`config.mk`:
```
export PLATFORM = sky130hd
export DESIGN_NAME = ddiff_measure
export DESIGN_NICKNAME = d
export VERILOG_FILES = /design/src/rtl/ddiff_measure.sv
export SDC_FILE = /design/constraint.sdc
export NUM_CORES = 1
export LEC_CHECK = 0
export CAP_MARGIN = 5
export CORE_ASPECT_RATIO = 1.5
export CORE_UTILIZATION = 45
export CTS_BUF_LIST = sky130_fd_sc_hd__clkbuf_8
export CTS_CLUSTER_DIAMETER = 200
export DETAILED_ROUTE_END_ITERATION = 7
export DONT_BUFFER_PORTS = 1
export SLEW_MARGIN = 40
export SYNTH_ARGS = -nofsm -noshare
export SYNTH_HDL_FRONTEND = slang
export SYNTH_SLANG_ARGS = --single-unit
```
`constraint.sdc`:
```
create_clock -name clk -period 3.2 [get_ports clk]
set_clock_uncertainty 0.1 [all_clocks]
set_input_delay 0.32 -clock clk [delete_from_list [all_inputs] [get_ports clk]]
set_output_delay 0.32 -clock clk [all_outputs]
set_load 0.005 [all_outputs]
```
`src/rtl/ddiff_measure.sv`:
```
// Measures the arrival-time difference between event strobes ev_a and ev_b and
// presents it as an offset-binary sample through a one-entry valid/ready buffer.
module ddiff_measure #(
  parameter int DDIFF_BITS = 9,
  parameter int CNT_BITS   = 8,
  parameter int WINDOW     = 255
) (
  input  logic                  clk,
  input  logic                  reset,
  input  logic                  ev_a,
  input  logic                  ev_b,
  input  logic                  ddiff_ready,
  output logic [DDIFF_BITS-1:0] ddiff_b,
  output logic                  ddiff_valid,
  output logic                  timeout,
  output logic                  ovf
);

  typedef enum logic [1:0] {IDLE, WAIT_A, WAIT_B} state_t;

  localparam logic [CNT_BITS-1:0]   WIN  = CNT_BITS'(WINDOW);
  localparam logic [DDIFF_BITS-1:0] HALF = DDIFF_BITS'(1) << (DDIFF_BITS - 1);

  state_t                state, state_nxt;
  logic [CNT_BITS-1:0]   cnt, cnt_nxt, cnt_inc;
  logic                  res_valid;
  logic [DDIFF_BITS-1:0] res_val;

  // The count seen in a waiting cycle already includes that cycle.
  assign cnt_inc = (cnt >= WIN) ? WIN : cnt + CNT_BITS'(1);

  always_comb begin
    state_nxt = state;
    cnt_nxt   = cnt;
    res_valid = 1'b0;
    res_val   = HALF;
    timeout   = 1'b0;
    case (state)
      IDLE: begin
        if (ev_a && ev_b) begin
          res_valid = 1'b1;
        end else if (ev_a) begin
          state_nxt = WAIT_B;
          cnt_nxt   = '0;
        end else if (ev_b) begin
          state_nxt = WAIT_A;
          cnt_nxt   = '0;
        end
      end
      WAIT_B: begin
        cnt_nxt = cnt_inc;
        if (ev_b) begin
          res_valid = 1'b1;
          res_val   = HALF + DDIFF_BITS'(cnt_inc);
          state_nxt = IDLE;
        end else if (ev_a) begin
          cnt_nxt = '0;
        end else if (cnt_inc == WIN) begin
          timeout   = 1'b1;
          state_nxt = IDLE;
        end
      end
      WAIT_A: begin
        cnt_nxt = cnt_inc;
        if (ev_a) begin
          res_valid = 1'b1;
          res_val   = HALF - DDIFF_BITS'(cnt_inc);
          state_nxt = IDLE;
        end else if (ev_b) begin
          cnt_nxt = '0;
        end else if (cnt_inc == WIN) begin
          timeout   = 1'b1;
          state_nxt = IDLE;
        end
      end
      default: state_nxt = IDLE;
    endcase
    // Results and timeouts formed during a reset cycle are discarded.
    if (reset) begin
      timeout   = 1'b0;
      res_valid = 1'b0;
    end
  end

  always_ff @(posedge clk) begin
    if (reset) begin
      state <= IDLE;
      cnt   <= '0;
    end else begin
      state <= state_nxt;
      cnt   <= cnt_nxt;
    end
  end

  // A result arriving while the buffer is held full is dropped and flagged.
  always_ff @(posedge clk) begin
    if (reset) begin
      ddiff_b     <= HALF;
      ddiff_valid <= 1'b0;
      ovf         <= 1'b0;
    end else if (res_valid && (!ddiff_valid || ddiff_ready)) begin
      ddiff_b     <= res_val;
      ddiff_valid <= 1'b1;
    end else if (res_valid) begin
      ovf <= 1'b1;
    end else if (ddiff_valid && ddiff_ready) begin
      ddiff_valid <= 1'b0;
    end
  end

endmodule
```
# Yosys cells after proc, flatten, opt, wreduce, memory -nomap -nowiden
# Cells that the tools add are included.
dict set report word_totals {
  reg_bits 21
  inputBits 5
  output_inout_bits 12
}
dict set report op_classes {
  n_addsub 3
  order_cmp 1
  n_eq_ne 8
  muxes 36
  n_bitwise 1
  n_reduce_logical 12
}
# cell n
set op_table {}
lappend op_table {{8-bit 2-to-1 mux} 8}
lappend op_table {{8-bit case mux with 3 select lines} 1}
lappend op_table {{9-bit 2-to-1 mux} 2}
lappend op_table {{9-bit case mux with 2 select lines} 1}
lappend op_table {{2-bit 2-to-1 mux} 8}
lappend op_table {{1-bit 2-to-1 mux} 13}
lappend op_table {{9-bit by 8-bit adder with 9-bit output (first input constant)} 1}
lappend op_table {{3-bit != test (second input constant)} 3}
lappend op_table {{9-bit by 8-bit subtractor with 9-bit output (first input constant)} 1}
lappend op_table {{8-bit by 1-bit adder with 8-bit output (second input constant)} 1}
lappend op_table {{8-bit == test (second input constant)} 1}
lappend op_table {{8-bit >= comparator (second input constant)} 1}
lappend op_table {{2-bit case mux with 3 select lines} 1}
lappend op_table {{2-bit AND reduction} 2}
lappend op_table {{4-bit AND reduction} 1}
lappend op_table {{1-bit logical AND} 3}
lappend op_table {{1-bit case mux with 3 select lines} 1}
lappend op_table {{3-bit AND reduction} 1}
lappend op_table {{3-bit nonzero test} 1}
lappend op_table {{2-bit by 1-bit == test with 1-bit output (second input constant)} 1}
lappend op_table {{2-bit == test (second input constant)} 1}
lappend op_table {{2-bit zero test} 1}
lappend op_table {{2-bit by 1-bit != test with 1-bit output (second input constant)} 1}
lappend op_table {{2-bit != test (second input constant)} 1}
lappend op_table {{other kinds (5)} 5}

# Logic depth before layout (Yosys ltp)
# Gate-level depths: netlist of the first run.
dict set report depth {
  depth_word 8
  ltp_mapped 12
}

# Worst setup path after synthesis of the first run
# Ideal clock, no wire load.
dict set report synth_path {
  path_type {register to output}
  from {register cnt[0]}
  to {output timeout}
  arrival_ps 2008
  setup_slack_ps 772
  stages_incl_launch_ff 11
  cell_sequence {dfxtp_1 ha_1 buf_6 and3_1 buf_6 nand2_1 nand2_1 ha_1 nand2_1 or4_1 nor3_1}
}
dict set report synth_between {
  elab_chain_cells 8
}
# item line
set synth_rtl {}
lappend synth_rtl {{start, declared} 25} ;# logic [CNT_BITS-1:0] cnt, cnt_nxt, cnt_inc;
lappend synth_rtl {{start signal, assigned} 91} ;# cnt <= cnt_nxt;
lappend synth_rtl {{8-bit by 1-bit adder with 8-bit output or 8-bit >= comparator (tied branches)} 30} ;# assign cnt_inc = (cnt >= WIN) ? WIN : cnt + CNT_BITS'(1);
lappend synth_rtl {{8-bit 2-to-1 mux *} 30}
lappend synth_rtl {{8-bit == test *} {58, 71}}
lappend synth_rtl {{1-bit 2-to-1 mux *} {58, 71}}
lappend synth_rtl {{1-bit 2-to-1 mux (on tied branches)} {69, 56}}
lappend synth_rtl {{1-bit 2-to-1 mux (on tied branches)} {65, 52}}
lappend synth_rtl {{1-bit case mux with 2 select lines *} 38} ;# case (state)
lappend synth_rtl {{1-bit 2-to-1 mux *} 79} ;# if (reset) begin
lappend synth_rtl {{end, declared} 15} ;# output logic timeout,
# Mark *: on every way between the ends. The rest lies on a longest branch, timed or not.

# Worst setup path in the final report of the first run
# Ends and elaborated chain as after synthesis.

==> impl_results.md, run 1 <==
- Worst Path Required: approximately 2.8 ns
- CP Max Fanout: 10
- First-pass GRT wire length: 6350 um
- PD cells: ~340 mW/mm^2
- Reg clk slew, reported paths: 0.08 ns
- Worst slew pin tran: 0.680 ns
- Max Used Layer: met4
- Worst path most repeated cell: nand2_1
- Layout cells sized above 1: ~8.5%
- CTS Buf Count: 3
- Met1 wire length: approximately 1600 um
- Number of flops mapped to enable cells by yosys: 0
- Synth Net Count: between 200 and 250
- Design area: between 0.0015 and 0.002 mm^2
- Multi-input logic area: 1000 um^2
- Routed wire length: roughly 3900 um
- Worst relative slew slack: between 50% and 60%
- # setup viols final: 0
- Fillers: between 300 and 400
- CTS max path bufs: 2
- Die height: 74.0 um
- Die width: roughly 50 um
- WL per Instance: 17.2 um
- Core Rows: 25
- Top Ports: 17
- Met2 routed WL: between 2000 and 2500 um
- Vias in the first global route: 1393
- Setup Crit Path Kind: flop to output pin
- Net count, final: 201
- Synth Cell Area: ~0.0016 mm^2
- Setup TNS: 0 ns
- Die ar.: 0.00370 mm^2
- CP Capture Type: output pin
- DRC: 0
- PortBufs: 0
- Max Slew Vio Count: 0
- Drt via density: 6.18
- Post-layout util: between 40% and 50%
- CTS H-tree depth: 1
- VDD IR max: 363 uV
- Worst-path cell chain: ha_2, and3_2, nand2_1, nand2_1, ha_1, nand2_1, or4_1, nor3_1
- Core Region: 0.00322 mm^2
- Period utilization: between 90% and 100%
- DR WL met3: about 170 um
- Distinct cell type count after synthesis: 52
- Commonest register cell after synthesis: dfxtp_1
- Area Overhead vs Synth: -0.643%
- Share of the synthesized area in the top cell type: a little over a quarter
- CTS root buffer: clkbuf_8
- N_diodes: 0
- Fin crit period: around 3 ns
- Top cell type by total area after synthesis: dfxtp_1
- DRT iter0 DRCs: between 80 and 90
- Placed cell areas: about 0.0015 mm^2
- Syn Area/Cell: 7.94 um^2
- RSZ-0062 raised after global routing: false
- Gr ovfl total: 0
- Cells after Synth: about 200
- CP top delay family: simple AND/OR/NAND/NOR gates
- Max Cap Violations: 0
- Total Routing Usage GR: 22.6%
- Synth warn: 0
- Critical Path Source Type: flop
- Pre-antenna DRT Iters: 4
- Worst skew pair latency: around 0.26 ns
- #FFs+latches synth: 21
- CTS tree: yes
- Register area: approximately 420 um^2
- Final hold vios: 0
- Worst min-delay path class: input pin to flop
- GP Congestion: 0.919
- Via count: about 1400
- Initial Utilization: roughly half
- Status: finished clean
- Critical Path Slowest Stage Cell: dfxtp_1
- Buffer and inverter count on the worst path: 0
- Post-synth ARST share: 0%
- Main area contributors after synthesis: dfxtp_1 27%, ha_1 5.6%, nor2_1 5.5%
- Leak: 0.559 nW
- Post-synthesis sequential area ratio: 27.0%
- Initial antenna violation count: 0
- Post-route ant nets: 0
- Largest net degree at the start of global routing: 14
- Crit path DAT: approximately 2.6 ns
- DP Wirelength: around 3000 um
- Max Clk Rate: between 0.3 and 0.4 GHz
- Clk sinks: 21
- CP max stage delay: 0.46 ns
-- logic make-up after synthesis --
kind of cell | synth area share [%]
buf+inv | 9.00
fa+ha+maj | 5.63
compound gates | 23.0
mux | 1.93
flops | 27.0
simple gates | 30.1
xor+xnor | 3.38
-- synthesized netlist by cell type, types with 3 or more instances --
master    count
nor2_1       23
dfxtp_1      21
nand2_1      18
a21oi_1      10
nor3_1       10
o21ai_0       9
inv_1         8
nand3_1       8
ha_1          7
a22o_1        6
a22oi_1       6
nand2b_1      6
xnor2_1       5
a32oi_1       4
buf_6         4
mux2i_1       3
nor4_1        3
-- repair_timing --
action / in CTS / in global routing
resized for setup: 0 / 2
setup buffers: 0 / 0
endpoints found under the setup margin: 0 / 1
hold buffers: 0 / 0
-- final cells by class --
type	count	area share, %
multi-input cells	155	64.6
flip-flops and latches	21	27.2
inverters	8	1.94
well taps	40	3.24
clock buffers	3	2.67
clock inverters	1	0.324
-- per-stage QoR --
step	instances	total power, mW	setup WS [ns]	hold slack (ns)
final	228	0.526	0.186	0.0125
after global placement	224	0.351	0.415	0.292
after floorplan	196	0.347	0.772	0.340
after CTS	228	0.526	0.0333	0.0120
after global routing	228	0.548	0.0175	0.0108
after detailed placement	224	0.354	0.326	0.293
-- layout by cell type, fill, tap and decap left out, types with 2 or more instances in the layout --
master / instances
a21oi_1: 10
a22o_1: 6
a22oi_1: 6
a31o_1: 2
a31o_2: 2
a32oi_1: 4
and2_2: 2
clkbuf_8: 3
dfxtp_1: 21
ha_1: 6
inv_1: 8
mux2i_1: 3
nand2_1: 18
nand2b_1: 6
nand3_1: 8
nand3b_1: 2
nor2_1: 23
nor3_1: 10
nor4_1: 3
o21ai_0: 9
o21ai_1: 2
xnor2_1: 5
-- flip-flops by register name (all words and copies together) (netlist names) --
name,cells
cnt,8
state,2
ovf,1
ddiff_valid,1
ddiff_b,9
-- per-layer routing --
metal | track usage, % | vias to the layer above
met5 | 0 | -
met4 | 14.6 | 0
met3 | 2.66 | 13
met2 | 41.5 | 39
met1 | 24.1 | 657
li1 | - | 700
-- final timing paths --
kind	from	endpoint	slack, ns	cells past startpoint
worst max-delay path	cnt[0]$_SDFFE_PP0P_	timeout	0.19	8
worst min-delay path	reset	cnt[5]$_SDFFE_PP0P_	0.01	1
worst max register to register	cnt[0]$_SDFFE_PP0P_	state[1]$_SDFFE_PP0P_	0.48	9
worst min register to register	ddiff_b[8]$_SDFFE_PP1P_	ddiff_b[8]$_SDFFE_PP1P_	0.37	2
-- report_power, final --
group          leakage (nW)  total (mW)  internal (mW)  switching, mW
registers             0.170       0.272          0.267        0.00517
clock network        0.0255       0.178         0.0869         0.0908
logic                 0.364      0.0768         0.0264         0.0504
(Power assumes the default switching activity.)
==> run 2: changes to the inputs <==
==> constraint.sdc (replaced) <==
create_clock -name clk -period 3.2 [get_ports clk]
set_clock_uncertainty 0.1 [all_clocks]
set_input_delay 0.32 -clock clk [delete_from_list [all_inputs] [get_ports clk]]
set_output_delay 0.32 -clock clk [all_outputs]
set_load 0.02 [all_outputs]
==> run 2 against run 1 <==
- die area did not move
- fmax rose by 0.15%
- sequential power barely moved
- routed wire length rose by 2.5%
- global-route usage rose by 0.54 points
- first-iteration DRC count fell by 56%
- combinational power fell by 2%
- sequential cell count did not move
- register-to-register slack improved by 0.09 ns
- via count rose by 2.1%
- power rose by 0.52%
- core utilization rose by 1.1 points
- critical path type unchanged
- largest cell class unchanged
==> impl_results.md, run 2 (synthesis results as in run 1) <==
- Status: finished clean (unchanged)
- Setup TNS: 0 ns (unchanged)
- # setup viols final: 0 (unchanged)
- PnR Total Power: 529 uW (was 526 uW)
- Core Rows: 25 (unchanged)
- Most frequent cells in the layout: 23 x nor2_1, 21 x dfxtp_1, 18 x nand2_1, 10 x a21oi_1, 10 x nor3_1 (unchanged)
- CTS Buf Count: 3 (unchanged)
- Largest registers: ddiff_b x9, cnt x8, state x2 (unchanged)
- DRC: 0 (unchanged)
- Setup Crit Path Kind: flop to output pin (unchanged)
- Net count, final: 206 (was 201)
- Initial antenna violation count: 0 (unchanged)
- N_diodes: 0 (unchanged)
- CTS root buffer: clkbuf_8 (unchanged)
- Initial Utilization: 48.3% (unchanged)
- DR WL met3: 138 um (was 172 um)
- CP Max Fanout: 10 (unchanged)
- Die ar.: 0.00370 mm^2 (unchanged)
- Area Overhead vs Synth: 1.69% (was -0.643%)
- Die width: 50.0 um (unchanged)
- Vias in the first global route: 1336 (was 1393)
- Post-route ant nets: 0 (unchanged)
- Total Routing Usage GR: 23.2% (was 22.6%)
- Clk sinks: 21 (unchanged)
- CTS H-tree depth: 1 (unchanged)
- Leak: 0.587 nW (was 0.559 nW)
- Max reg flops: 9 (unchanged)
- Largest Register: ddiff_b (unchanged)
- Placed cells: 229 (was 224)
- Max Clk Rate: 0.332 GHz (about the same)
- Largest net degree at the start of global routing: 14 (unchanged)
- Final Hold Slack: 0.0126 ns (was 0.0125 ns)
- GP Congestion: 0.909 (was 0.919)
- PD cells: 334 mW/mm^2 (was 340 mW/mm^2)
- Worst relative slew slack: 52.9% (was 54.5%)
- Critical Path Source Type: flop (unchanged)
- Worst slew pin tran: 0.699 ns (was 0.680 ns)
- Drt via density: 6.18 (about the same)
- Finished Layout Cells: 233 (was 228)
- Crit path DAT: 2.59 ns (about the same)
- Max Used Layer: met4 (unchanged)
- Top Ports: 17 (unchanged)
- Final hold vios: 0 (unchanged)
- PortBufs: 0 (unchanged)
- Worst Path Required: 2.78 ns (about the same)
- Reg clk slew, reported paths: 0.08 ns (about the same)
- CTS max path bufs: 2 (unchanged)
- Max Slew Vio Count: 0 (unchanged)
- Pre-CTS setup slack: 0.447 ns (was 0.326 ns)
- Layout cells sized above 1: 10.4% (was 8.51%)
- CTS tree: yes (unchanged)
- Worst skew pair latency: 0.26 ns (about the same)
- First-pass GRT wire length: 6440 um (was 6350 um)
- Worst min-delay path class: input pin to flop (unchanged)
- DP Wirelength: 3030 um (was 3000 um)
- Setup WS post-layout: 0.191 ns (was 0.186 ns)
- Most common cell after layout, fill and taps aside: nor2_1 (unchanged)
- Via count: 1439 (was 1409)
- Post-CTS Setup Bufs: 0 (unchanged)
- Routed wire length: 4020 um (was 3920 um)
- Max Cap Violations: 0 (unchanged)
- DRT iter0 DRCs: 36 (was 81)
- RSZ-0062 raised after global routing: false (unchanged)
- Met2 routed WL: 2100 um (was 2030 um)
- Fin crit period: 3.01 ns (about the same)
- Gr ovfl total: 0 (unchanged)
- Met1 wire length: 1650 um (was 1560 um)
- VDD IR max: 246 uV (was 363 uV)
- WL per Instance: 17.2 um (about the same)
- Pre-antenna DRT Iters: 5 (was 4)
- CP Capture Type: output pin (unchanged)
- Period utilization: 94.0% (was 94.2%)
- Hold buffers post-CTS: 0 (unchanged)
- Die height: 74.0 um (unchanged)
- Core Region: 0.00322 mm^2 (unchanged)
[run 2: through the flow]
| stage | utilization [%] | cell area (um^2) |
|---|---|---|
| 4_1_cts | 49.0 | 1580 |
| 3_3_place_gp | 47.6 | 1530 |
| 6_report | 49.1 | 1580 |
| 2_1_floorplan | - | 1560 |
| 5_1_grt | 49.1 | 1580 |
| 3_5_place_dp | 47.6 | 1530 |
[run 2: final timing paths]
path / startpoint / to / slack, ns / cells past startpoint
min: reset / ddiff_valid$_SDFFE_PP0P_ / 0.01 / 1
max: cnt[0]$_SDFFE_PP0P_ / timeout / 0.19 / 9
min reg2reg: ddiff_b[8]$_SDFFE_PP1P_ / ddiff_b[8]$_SDFFE_PP1P_ / 0.45 / 2
max reg2reg: cnt[0]$_SDFFE_PP0P_ / state[1]$_SDFFE_PP0P_ / 0.57 / 9
[run 2: where the power goes]
| part | leakage [nW] | internal, mW | switching, mW | total, mW |
|---|---|---|---|---|
| logic | 0.391 | 0.0263 | 0.0493 | 0.0756 |
| clock network | 0.0255 | 0.0869 | 0.0913 | 0.178 |
| registers | 0.170 | 0.267 | 0.00867 | 0.275 |
[run 2: timing repair]
action	CTS	global route
endpoints found under the setup margin	0	1
gates resized for setup	0	1
hold endpoints to repair	0	0
[run 2: layer usage]
metal,vias up,global-route usage [%]
met5,-,0
met1,683,25.5
met2,37,41.2
li1,708,-
met3,11,3.89
met4,0,13.7
[run 2: area by class of cell]
cell class	count	area [um^2]
clock inverter	1	5.00
timing repair buffer	5	37.5
clock buffer	3	41.3
fill	320	1640
tap	40	50.0
sequential	21	420
inverter	8	30.0
multi-input combinational	155	998
[run 2: critical path, cell delays in order, from the launching register on]
cell and delay (ns):
dfxtp_1 0.46, ha_2 0.33, and3_1 0.21, nand2_1 0.12, nand2_1 0.16, ha_1 0.16, nand2_1 0.05, or4_1 0.45
nor3_1 0.21, buf_4 0.17
==> run 3: changes to the inputs <==
CORE_ASPECT_RATIO = not set   (was 1.5)
==> run 3 against run 2 <==
- sequential power hardly changed
- first-iteration DRC count grew to 3.1 times the previous value
- via count is 0.49% lower
- hold slack hardly changed
- critical path type unchanged
- largest cell class unchanged
==> impl_results.md, run 3 (synthesis results as in run 1) <==
- Seq pwr share: 52.2% (was 52.0%)
- Gr ovfl total: 0 (unchanged)
- Largest net degree at the start of global routing: 14 (unchanged)
- RSZ-0062 raised after global routing: false (unchanged)
- Area Overhead vs Synth: 1.61% (was 1.69%)
- Setup Crit Path Kind: flop to output pin (unchanged)
- Core Region: 0.00318 mm^2 (was 0.00322 mm^2)
- Status: finished clean (unchanged)
- Finished Layout Cells: 236 (was 233)
- Initial antenna violation count: 0 (unchanged)
- Clock group share of total power: 33.3% (was 33.7%)
- GP Congestion: 0.894 (was 0.909)
- Total Routing Usage GR: 21.9% (was 23.2%)
- Setup TNS: 0 ns (unchanged)
- Largest Register: ddiff_b (unchanged)
- Reg clk slew, reported paths: 0.08 ns (about the same)
- Routed wire length: 3800 um (was 4020 um)
- Die height: 60.8 um (was 74.0 um)
- Post-route ant nets: 0 (unchanged)
- Psw: 148 uW (was 149 uW)
- Pre-antenna DRT Iters: 4 (was 5)
- Fin crit period: 2.97 ns (was 3.01 ns)
- CTS H-tree depth: 1 (unchanged)
- DRT iter0 DRCs: 112 (was 36)
- Net count, final: 205 (was 206)
- CP Max Fanout: 10 (unchanged)
- PD cells: 334 mW/mm^2 (about the same)
- First-pass GRT wire length: 6090 um (was 6440 um)
- Drt via density: 6.07 (was 6.18)
- Gate power share: 14.5% (was 14.3%)
- Post-CTS Setup Bufs: 0 (unchanged)
- Leak: 0.582 nW (was 0.587 nW)
- Final Hold Slack: 0.0130 ns (was 0.0126 ns)
- # setup viols final: 0 (unchanged)
- Clk sinks: 21 (unchanged)
- Max reg flops: 9 (unchanged)
- Critical Path Source Type: flop (unchanged)
- Post-CTS Resized: 0 (unchanged)
- N_diodes: 0 (unchanged)
- Internal power: 380 uW (about the same)
- Die width: 60.8 um (was 50.0 um)
- Worst skew pair latency: 0.26 ns (about the same)
- Max Slew Vio Count: 0 (unchanged)
- WL per Instance: 16.1 um (was 17.2 um)
- Worst min-delay path class: input pin to flop (unchanged)
- Crit path DAT: 2.55 ns (was 2.59 ns)
- Top Ports: 17 (unchanged)
- Layout cells sized above 1: 10.4% (about the same)
- CTS max path bufs: 2 (unchanged)
- Placed cells: 232 (was 229)
- Worst slew pin tran: 0.720 ns (was 0.699 ns)
- Worst relative slew slack: 51.5% (was 52.9%)
- Largest registers: ddiff_b x9, cnt x8, state x2 (unchanged)
- CTS Buf Count: 3 (unchanged)
- VDD IR max: 267 uV (was 246 uV)
- Initial Utilization: 49.0% (was 48.3%)
- Die ar.: 0.00370 mm^2 (about the same)
- CTS tree: yes (unchanged)
- PortBufs: 0 (unchanged)
- Worst Path Required: 2.78 ns (about the same)
- Most common cell after layout, fill and taps aside: nor2_1 (unchanged)
- Most frequent cells in the layout: 23 x nor2_1, 20 x dfxtp_1, 18 x nand2_1, 10 x a21oi_1, 10 x nor3_1 (was 23 x nor2_1, 21 x dfxtp_1, 18 x nand2_1, 10 x a21oi_1, 10 x nor3_1)
- Hold buffers post-CTS: 0 (unchanged)
- CP Capture Type: output pin (unchanged)
- Final hold vios: 0 (unchanged)
- Max Cap Violations: 0 (unchanged)
- CTS root buffer: clkbuf_8 (unchanged)
- Switch share: 28.0% (was 28.2%)
- Core Rows: 20 (was 25)
- Period utilization: 92.9% (was 94.0%)
- Max Clk Rate: 0.336 GHz (was 0.332 GHz)
- DRC: 0 (unchanged)
- DP Wirelength: 2760 um (was 3030 um)
- Vias in the first global route: 1306 (was 1336)
- Via count: 1432 (was 1439)
[run 3: metrics by stage]
step           area [um^2]  util [%]  power, mW  setup slack (ns)
2_1_floorplan         1560         -      0.351             0.475
3_3_place_gp          1530      48.2      0.355             0.508
3_5_place_dp          1530      48.2      0.357             0.395
4_1_cts               1580      49.6      0.533            0.0839
5_1_grt               1580      49.8      0.550            0.0991
6_report              1580      49.8      0.528             0.227
[run 3: critical path, cell delays in order, from the launching register on]
cell,delay [ns]
dfxtp_1,0.41
ha_2,0.32
and3_1,0.20
nand2_1,0.11
nand2_1,0.17
ha_1,0.19
nand2_1,0.05
or4_1,0.43
nor3_1,0.23
buf_4,0.18
[run 3: final cells by class]
type / count / area [um^2]
Clock buffer: 3 / 41.3
Clock inverter: 1 / 5.00
Fill cell: 325 / 1600
Inverter: 8 / 30.0
Multi-Input combinational cell: 155 / 998
Sequential cell: 21 / 422
Tap cell: 44 / 55.1
Timing Repair Buffer: 4 / 30.0
[run 3: power by group through the flow]
stage	sequential (mW)	combinational (mW)	clock (mW)
after floorplan	0.280	0.0702	0
after global placement	0.281	0.0738	0
after detailed placement	0.282	0.0750	0
after CTS	0.275	0.0755	0.182
after global routing	0.276	0.0857	0.188
final	0.275	0.0765	0.176
[run 3: path summary, 6_finish.rpt]
kind                                             from                     to  slack, ns  depth (start not counted)
worst max register to register    cnt[1]$_SDFFE_PP0P_  state[0]$_SDFFE_PP0P_       0.65                          9
worst max-delay path              cnt[1]$_SDFFE_PP0P_                timeout       0.23                          9
worst min register to register  state[1]$_SDFFE_PP0P_  state[1]$_SDFFE_PP0P_       0.45                          1
worst min-delay path                            reset    cnt[0]$_SDFFE_PP0P_       0.01                          1
[run 3: per-layer routing]
layer,track usage (%),wire [um],vias up
met1,30.5,1810,660
li1,-,-,709
met3,5.54,243,8
met2,33.3,1680,55
met5,0,0,-
met4,6.82,74,0
